<file path="config.mk">
export PLATFORM = sky130hd
export DESIGN_NAME = serial_addsub
export DESIGN_NICKNAME = d
export VERILOG_FILES = /design/src/rtl/serial_addsub.sv
export SDC_FILE = /design/constraint.sdc
export NUM_CORES = 1
export LEC_CHECK = 0
export ABC_AREA = 1
export CELL_PAD_IN_SITES_DETAIL_PLACEMENT = 1
export CELL_PAD_IN_SITES_GLOBAL_PLACEMENT = 1
export CORE_MARGIN = 4
export CORE_UTILIZATION = 42
export DETAILED_ROUTE_END_ITERATION = 10
export PLACE_DENSITY_LB_ADDON = 0.12
export SETUP_SLACK_MARGIN = 0.4
export SLEW_MARGIN = 30
export SYNTH_ARGS = -nofsm -noshare
export SYNTH_HDL_FRONTEND = slang
export SYNTH_SLANG_ARGS = --single-unit
</file>
<file path="constraint.sdc">
create_clock -name clk -period 2.52 [get_ports clk]
set_clock_uncertainty 0.2 [all_clocks]
set_input_delay 0.756 -clock clk [delete_from_list [all_inputs] [get_ports clk]]
set_output_delay 0.756 -clock clk [all_outputs]
set_load 0.05 [all_outputs]
</file>
<file path="src/rtl/serial_addsub.sv">
// -----------------------------------------------------------------------------
// serial_addsub
//   Digit-serial two's-complement adder/subtractor. Each operation consumes
//   DIGIT bits per clock, least significant digit first, and finishes after
//   N = WIDTH/DIGIT clocks. Subtraction is performed as x + ~y + 1.
//   The operands and the mode are captured when start is accepted.
//   The result and flags are registered, and they are held until the next
//   completion.
//
// Parameters
//   WIDTH  operand/result width in bits (>= 2)
//   DIGIT  bits processed per clock; must divide WIDTH
//
// Ports
//   clk    rising-edge clock
//   rst    asynchronous reset, active-high
//   start  operation request, sampled only while idle
//   k      mode: 0 = x + y, 1 = x - y (captured with start)
//   x, y   operands (captured with start)
//   busy   operation in progress
//   done   one-cycle completion pulse
//   s      result modulo 2^WIDTH
//   cout   carry out of the MSB (subtract: 1 = no borrow)
//   ovf    signed overflow
//   zero   result is zero
// -----------------------------------------------------------------------------
module serial_addsub #(
    parameter int WIDTH = 8,
    parameter int DIGIT = 1
) (
    input  logic             clk,
    input  logic             rst,
    input  logic             start,
    input  logic             k,
    input  logic [WIDTH-1:0] x,
    input  logic [WIDTH-1:0] y,
    output logic             busy,
    output logic             done,
    output logic [WIDTH-1:0] s,
    output logic             cout,
    output logic             ovf,
    output logic             zero
);

    localparam int N  = WIDTH / DIGIT;
    localparam int CW = (N > 1) ? $clog2(N) : 1;
    localparam logic [CW-1:0] LAST = CW'(N - 1);

    generate
        if (WIDTH < 2 || DIGIT < 1 || (WIDTH % DIGIT) != 0) begin : g_param_check
            $error("serial_addsub: WIDTH must be >= 2 and a multiple of DIGIT");
        end
    endgenerate

    typedef enum logic {
        IDLE,
        RUN
    } state_t;

    state_t state, state_next;

    logic [WIDTH-1:0] a_reg;      // operand A, shifted right one digit per clock
    logic [WIDTH-1:0] b_reg;      // operand B (already inverted for subtract)
    logic [WIDTH-1:0] acc;        // partial result, filled from the top
    logic             carry;
    logic [CW-1:0]    cnt;

    logic [DIGIT:0]   dsum;       // digit sum with its carry out in the top bit
    logic [WIDTH-1:0] acc_shift;  // acc after the current digit enters at the top
    logic             last_digit;
    logic             msb_cin;

    // Digit adder. On the final digit, bit DIGIT-1 of the operands is the
    // word MSB, so its carry-in can be recovered as sum ^ a ^ b.
    always_comb begin
        dsum       = {1'b0, a_reg[DIGIT-1:0]} + {1'b0, b_reg[DIGIT-1:0]}
                   + {{DIGIT{1'b0}}, carry};
        msb_cin    = dsum[DIGIT-1] ^ a_reg[DIGIT-1] ^ b_reg[DIGIT-1];
        last_digit = (cnt == LAST);
    end

    generate
        if (DIGIT == WIDTH) begin : g_acc_full
            assign acc_shift = dsum[DIGIT-1:0];
        end else begin : g_acc_shift
            assign acc_shift = {dsum[DIGIT-1:0], acc[WIDTH-1:DIGIT]};
        end
    endgenerate

    // NOTE: sequential state uses non-blocking assignments, so every register
    // samples the values that were present before the clock edge.
    always_ff @(posedge clk or posedge rst) begin
        if (rst) begin
            state <= IDLE;
        end else begin
            state <= state_next;
        end
    end

    // NOTE: state_next receives its default before the case statement. This
    // prevents the synthesis tool from inferring a latch on any path that
    // does not assign it.
    always_comb begin
        state_next = state;
        case (state)
            IDLE:    if (start)      state_next = RUN;
            RUN:     if (last_digit) state_next = IDLE;
            default: state_next = IDLE;
        endcase
    end

    always_ff @(posedge clk or posedge rst) begin
        if (rst) begin
            a_reg <= '0;
            b_reg <= '0;
            acc   <= '0;
            carry <= 1'b0;
            cnt   <= '0;
            busy  <= 1'b0;
            done  <= 1'b0;
            s     <= '0;
            cout  <= 1'b0;
            ovf   <= 1'b0;
            zero  <= 1'b0;
        end else begin
            done <= 1'b0;
            case (state)
                IDLE: begin
                    if (start) begin
                        a_reg <= x;
                        b_reg <= k ? ~y : y;
                        carry <= k;          // the +1 of the two's-complement negation
                        cnt   <= '0;
                        busy  <= 1'b1;
                    end
                end
                RUN: begin
                    acc   <= acc_shift;
                    a_reg <= a_reg >> DIGIT;
                    b_reg <= b_reg >> DIGIT;
                    carry <= dsum[DIGIT];
                    cnt   <= cnt + 1'b1;
                    if (last_digit) begin
                        busy <= 1'b0;
                        done <= 1'b1;
                        s    <= acc_shift;
                        cout <= dsum[DIGIT];
                        ovf  <= msb_cin ^ dsum[DIGIT];
                        zero <= (acc_shift == '0);
                    end
                end
                default: ;
            endcase
        end
    end

endmodule

</file>
## Word-level counts from Yosys, hierarchy flattened

Cells that the tools add are included.

| cells by class | value |
|---|---|
| reductions and logical operators | 3 |
| bitwise gates (word level) | 5 |
| mux-type cells | 17 |
| equality and inequality tests | 3 |
| $add $sub $neg | 3 |

Operator list:

| operator | count |
|---|---|
| $pmux 8 s2 | 2 |
| $mux 8 | 3 |
| $logic_not 8->1 | 1 |
| $not 8->8 | 1 |
| $mux 1 | 7 |
| $pmux 1 s2 | 3 |
| $pmux 3 s2 | 1 |
| $reduce_and 2->1 | 2 |
| $add 3x1->3 const B | 1 |
| $eq 3x3->1 const B | 1 |
| $mux 3 | 1 |
| $xor 1x1->1 | 3 |
| $add 1x1->2 | 1 |
| $add 2x1->2 | 1 |
| $ne 2x1->1 const B | 1 |
| $ne 2x2->1 const B | 1 |
| $not 1->1 | 1 |

| storage, ports and cells | value |
|---|---|
| register bits | 42 |
| logic and storage cells | 43 |
| output and inout port bits | 13 |
| input bits | 20 |

## Depth between registers and ports, before layout

| logic depth | value |
|---|---|
| depth in word-level cells | 5 |
| depth in mapped cells | 8 |

## Worst setup path before layout

No wires, ideal clock.

| timing | value |
|---|---|
| path type | register -> register |
| start | reg a_reg[0] |
| end | reg ovf |
| arrival | 1.331 ns |
| library setup time | 0.118 ns |
| path slack | 0.871 ns |
| clock period less this slack | 1.649 ns |
| path buffers | 0 |
| required time | 2.202 ns |
| stages on the path, launching flop included | 9 |
| path through | dfrtp_1 -> fa_1 -> inv_1 -> nand2_1 -> nand2_1 -> nand2_1 -> nand2_1 -> nand2_1 -> nand2_1 |

| between the ends | value |
|---|---|
| word-level cells in the longest chain between the ends | 5 |

RTL lines:

| item | line | RTL |
|---|---|---|
| start: declaration | 62 | `logic [WIDTH-1:0] a_reg;` |
| start signal: assignment | 139 | `a_reg <= a_reg >> DIGIT;` |
| $add 1x1->2 | 76 | `dsum = {1'b0, a_reg[DIGIT-1:0]} + {1'b0, b_reg[DIGIT-1:0]}` |
| $add 2x1->2 | 77 | `+ {{DIGIT{1'b0}}, carry};` |
| named net dsum[0] | 68 | `logic [DIGIT:0] dsum;` |
| $xor 1x1->1 (2 in series) | 78 | `msb_cin = dsum[DIGIT-1] ^ a_reg[DIGIT-1] ^ b_reg[DIGIT-1];` |
| $xor 1x1->1 | 148 | `ovf <= msb_cin ^ dsum[DIGIT];` |
| end signal: assignment | 148 |  |
| end: declaration | 41 | `output logic ovf,` |

The timed path passes the listed nets, and every way through them passes these cells.
A chain may end at the register's enable or synchronous reset.

## Worst setup path in the final report

| timing | value |
|---|---|
| start | reg s[1] |
| end | out s[1] |

RTL lines:

| item | line | RTL |
|---|---|---|
| start: declaration | 39 | `output logic [WIDTH-1:0] s,` |
| start signal: assignment | 146 | `s <= acc_shift;` |

No word-level cell between the ends.

==> impl_results.md <==
- Slowest cell on the critical path: clkdlybuf4s15_1
- Clock-pin slew on the worst setup and hold paths: 70 ps
- Initial Utilization: 44.1%
- Clock sinks: 41
- Ant diodes: 0
- CP startpoint kind: register
- Max-slew violation count: 0
- Remaining antenna violation count: 0
- Dpl hpwl: between 2000 and 3000 microns
- Synth area leaders: dfrtp_1 (57%), nand2_1 (10%), o21ai_0 (7.0%)
- Vias/cell: 5.17
- Mapped Cells: 180
- Largest family of logic cells by synthesized area: compound AO/OA/AOI/OAI gates
- R2R Setup Slk: between 700 and 800 ps
- Worst hold path startpoint: s[7]$_DFFE_PP0P_
- Biggest area consumer among synthesized cells: dfrtp_1
- Power Dens Cells: 1240 nW/um^2
- Critical path type: register to output port
- Worst-path fanout max: 2
- Most frequent cells in the layout: nand2_1 (48), dfrtp_1 (41), o21ai_0 (25), clkdlybuf4s50_1 (19), inv_1 (18)
- WP data required: 1560 ps
- R2R depth: 4
- Via count: 1370
- CTS root buf: clkbuf_8
- Synth Area per Inst: a little under 10 sq um
- Synth Area in Adders: under 10%
- Min-Delay Endpoint: s[7]$_DFFE_PP0P_
- DR pass1 iterations: 4
- Die Height: ~73 microns
- Non-Filler Instances: between 200 and 300
- Capturing point of the worst reg2reg path: a_reg[3]$_DFFE_PP0P_
- Die X-Extent: approximately 73 microns
- Layout overhead on the synthesized area: 21.9%
- Pleak: 0.00103 uW
- Fin nets: 238
- R2R Path Start: state$_DFF_PP0_
- CP delay by family, top: buffers and inverters
- Core area: around 4000 sq um
- DR WL/cell: roughly 14 microns
- Sequential Power Share: between 40% and 50%
- Sequential share of the synthesized area: a little under three fifths
- Total wire length: roughly 3800 microns
- CTS Buf Count: 5
- Vias in the first global route: 1514
- Synth Register Bits: ~40
- Reported max-cap violation count: 0
- GRT Util Overall: around 16%
- Final setup fails: 0
- Comb power frac: between 40% and 50%
- Pint: 1530 uW
- Die ar.: about 5400 sq um
- I/O Buffers: 32
- Net switching power: roughly 1200 uW
- Initial antenna violation count: 0
- Rows: 23
- Period Utilization, post-route: around 83%
- Final Hold Fails: 0
- Ys Warns: 0
- Dpl ws: between 200 and 300 ps
- CP Buf/Inv Count: 1
- Rel. slew slack: 64.5%
- CP Capture Type: output port
- Clock Power Share: between 10% and 20%
- Max stage delay on crit path: roughly 500 ps
- CTS Buffer Depth: 2
- Commonest non-fill, non-tap cell in the layout: nand2_1
- # DRC: 0
- GR Overflow Total: 0
- Hold crit path type: register to register
- Post-cts hold buffer count: 0
- Synth Net Count: 203
- Synth Area in Simple Gates: about an eighth
- Mux contribution to synthesized area: 0%
- Placed Cells: roughly 260
- Initial drt markers: 51
- Distinct cell type count after synthesis: 22
- XOR/XNOR Fraction of Synth Area: between 4 and 5%
- Setup TNS: 0 ps
- CTS tree: done
- Max VDD drop: 0.000426 V
- Gpl congestion: ~0.7
- Worst Hold Path Cells: 2
- Worst-Margin Slew: approximately 530 ps
- H-tree levels: 2
- Fmax: about 480 MHz
- Sw Share: 43.7%
- Status: finished, final reports clean
- Layout cells sized above 1: approximately an eighth
- Largest net degree at the start of global routing: 42
- First-pass GRT wire length: about 6800 microns
- Skew-Pair Late Insertion Delay: about 290 ps
- Fill cells: between 400 and 500
- Area of the mapped netlist: approximately 1800 sq um
- # IOs: 33
- Final Critical Period: 2100 ps
- Final worst slack: roughly 420 ps
- Complex-gate fraction of the synthesized area: between 10% and 20%
- Crit path arrival time: around 1100 ps
- RSZ-0062 raised after global routing: true
- Top cell type's share of synthesized area: a little under three fifths
- CP cell instances: clkdlybuf4s15_1
routing by layer:
metal	track usage [%]	up-vias	wire length, microns
met4	6.15	0	48
met2	28.8	37	1930
met1	18.8	663	1590
met3	4.65	6	228
li1	-	664	-
met5	0	-	0
power groups by stage:
| stage | clock [uW] | combinational [uW] | sequential, uW |
|---|---|---|---|
| floorplan | 0 | 663 | 1340 |
| global placement | 0 | 1210 | 1100 |
| detailed placement | 0 | 1260 | 1130 |
| CTS | 440 | 1220 | 1120 |
| global route | 466 | 1320 | 1150 |
| finish | 429 | 1170 | 1110 |
worst max path at each step:
stage | from | to | slack, ps | cells past startpoint
floorplan | rst | a_reg[0]$_DFFE_PP0P_ | 620 | 1
global placement | start | a_reg[6]$_DFFE_PP0P_ | 370 | 4
detailed placement | start | a_reg[3]$_DFFE_PP0P_ | 290 | 4
CTS | s[1]$_DFFE_PP0P_ | s[1] | 370 | 1
global route | s[1]$_DFFE_PP0P_ | s[1] | 380 | 1
finish | s[1]$_DFFE_PP0P_ | s[1] | 420 | 1
final cells by class:
class	instances	area, sq um	area share, %
inverters	20	77.6	3.56
repair buffers	35	288	13.2
flip-flops and latches	41	1030	47.0
multi-input cells	112	641	29.4
well taps	50	62.6	2.87
clock buffers	7	86.3	3.96
Yosys cell counts:
cell type and count:
a22oi_2 1, nand4_1 2, fa_1 1, o21ai_1 1, a22oi_1 7, dfrtp_1 41, nand2_1 48, o211ai_1 4
o221ai_1 3, nand2_4 1, a22o_1 3, inv_1 18, nor2_8 1, inv_2 1, clkbuf_1 2, buf_6 2
o21ai_0 25, inv_4 1, buf_2 3, xnor2_1 9, nor2_1 4, ha_1 2
stage by stage:
stage          cell area (sq um)  utilization [%]  total power, uW  hold WS (ps)
2_1_floorplan               1790                -             2010           250
3_3_place_gp                2150             53.0             2310           262
6_report                    2180             53.7             2710           282
3_5_place_dp                2150             53.0             2390           275
4_1_cts                     2230             55.0             2780           293
5_1_grt                     2180             53.7             2940           321
logic make-up (layout without fill, tap and decap cells):
group	Yosys count	after routing
simple gates	56	56
buf+inv	27	62
compound gates	44	44
flops	41	41
fa+ha+maj	3	3
xor+xnor	9	9
what timing repair did:
action	4_1_cts	5_1_grt
buffers inserted	0	0
resized for setup	24	13
endpoints found under the setup margin	13	13
(Power assumes the default switching activity.)
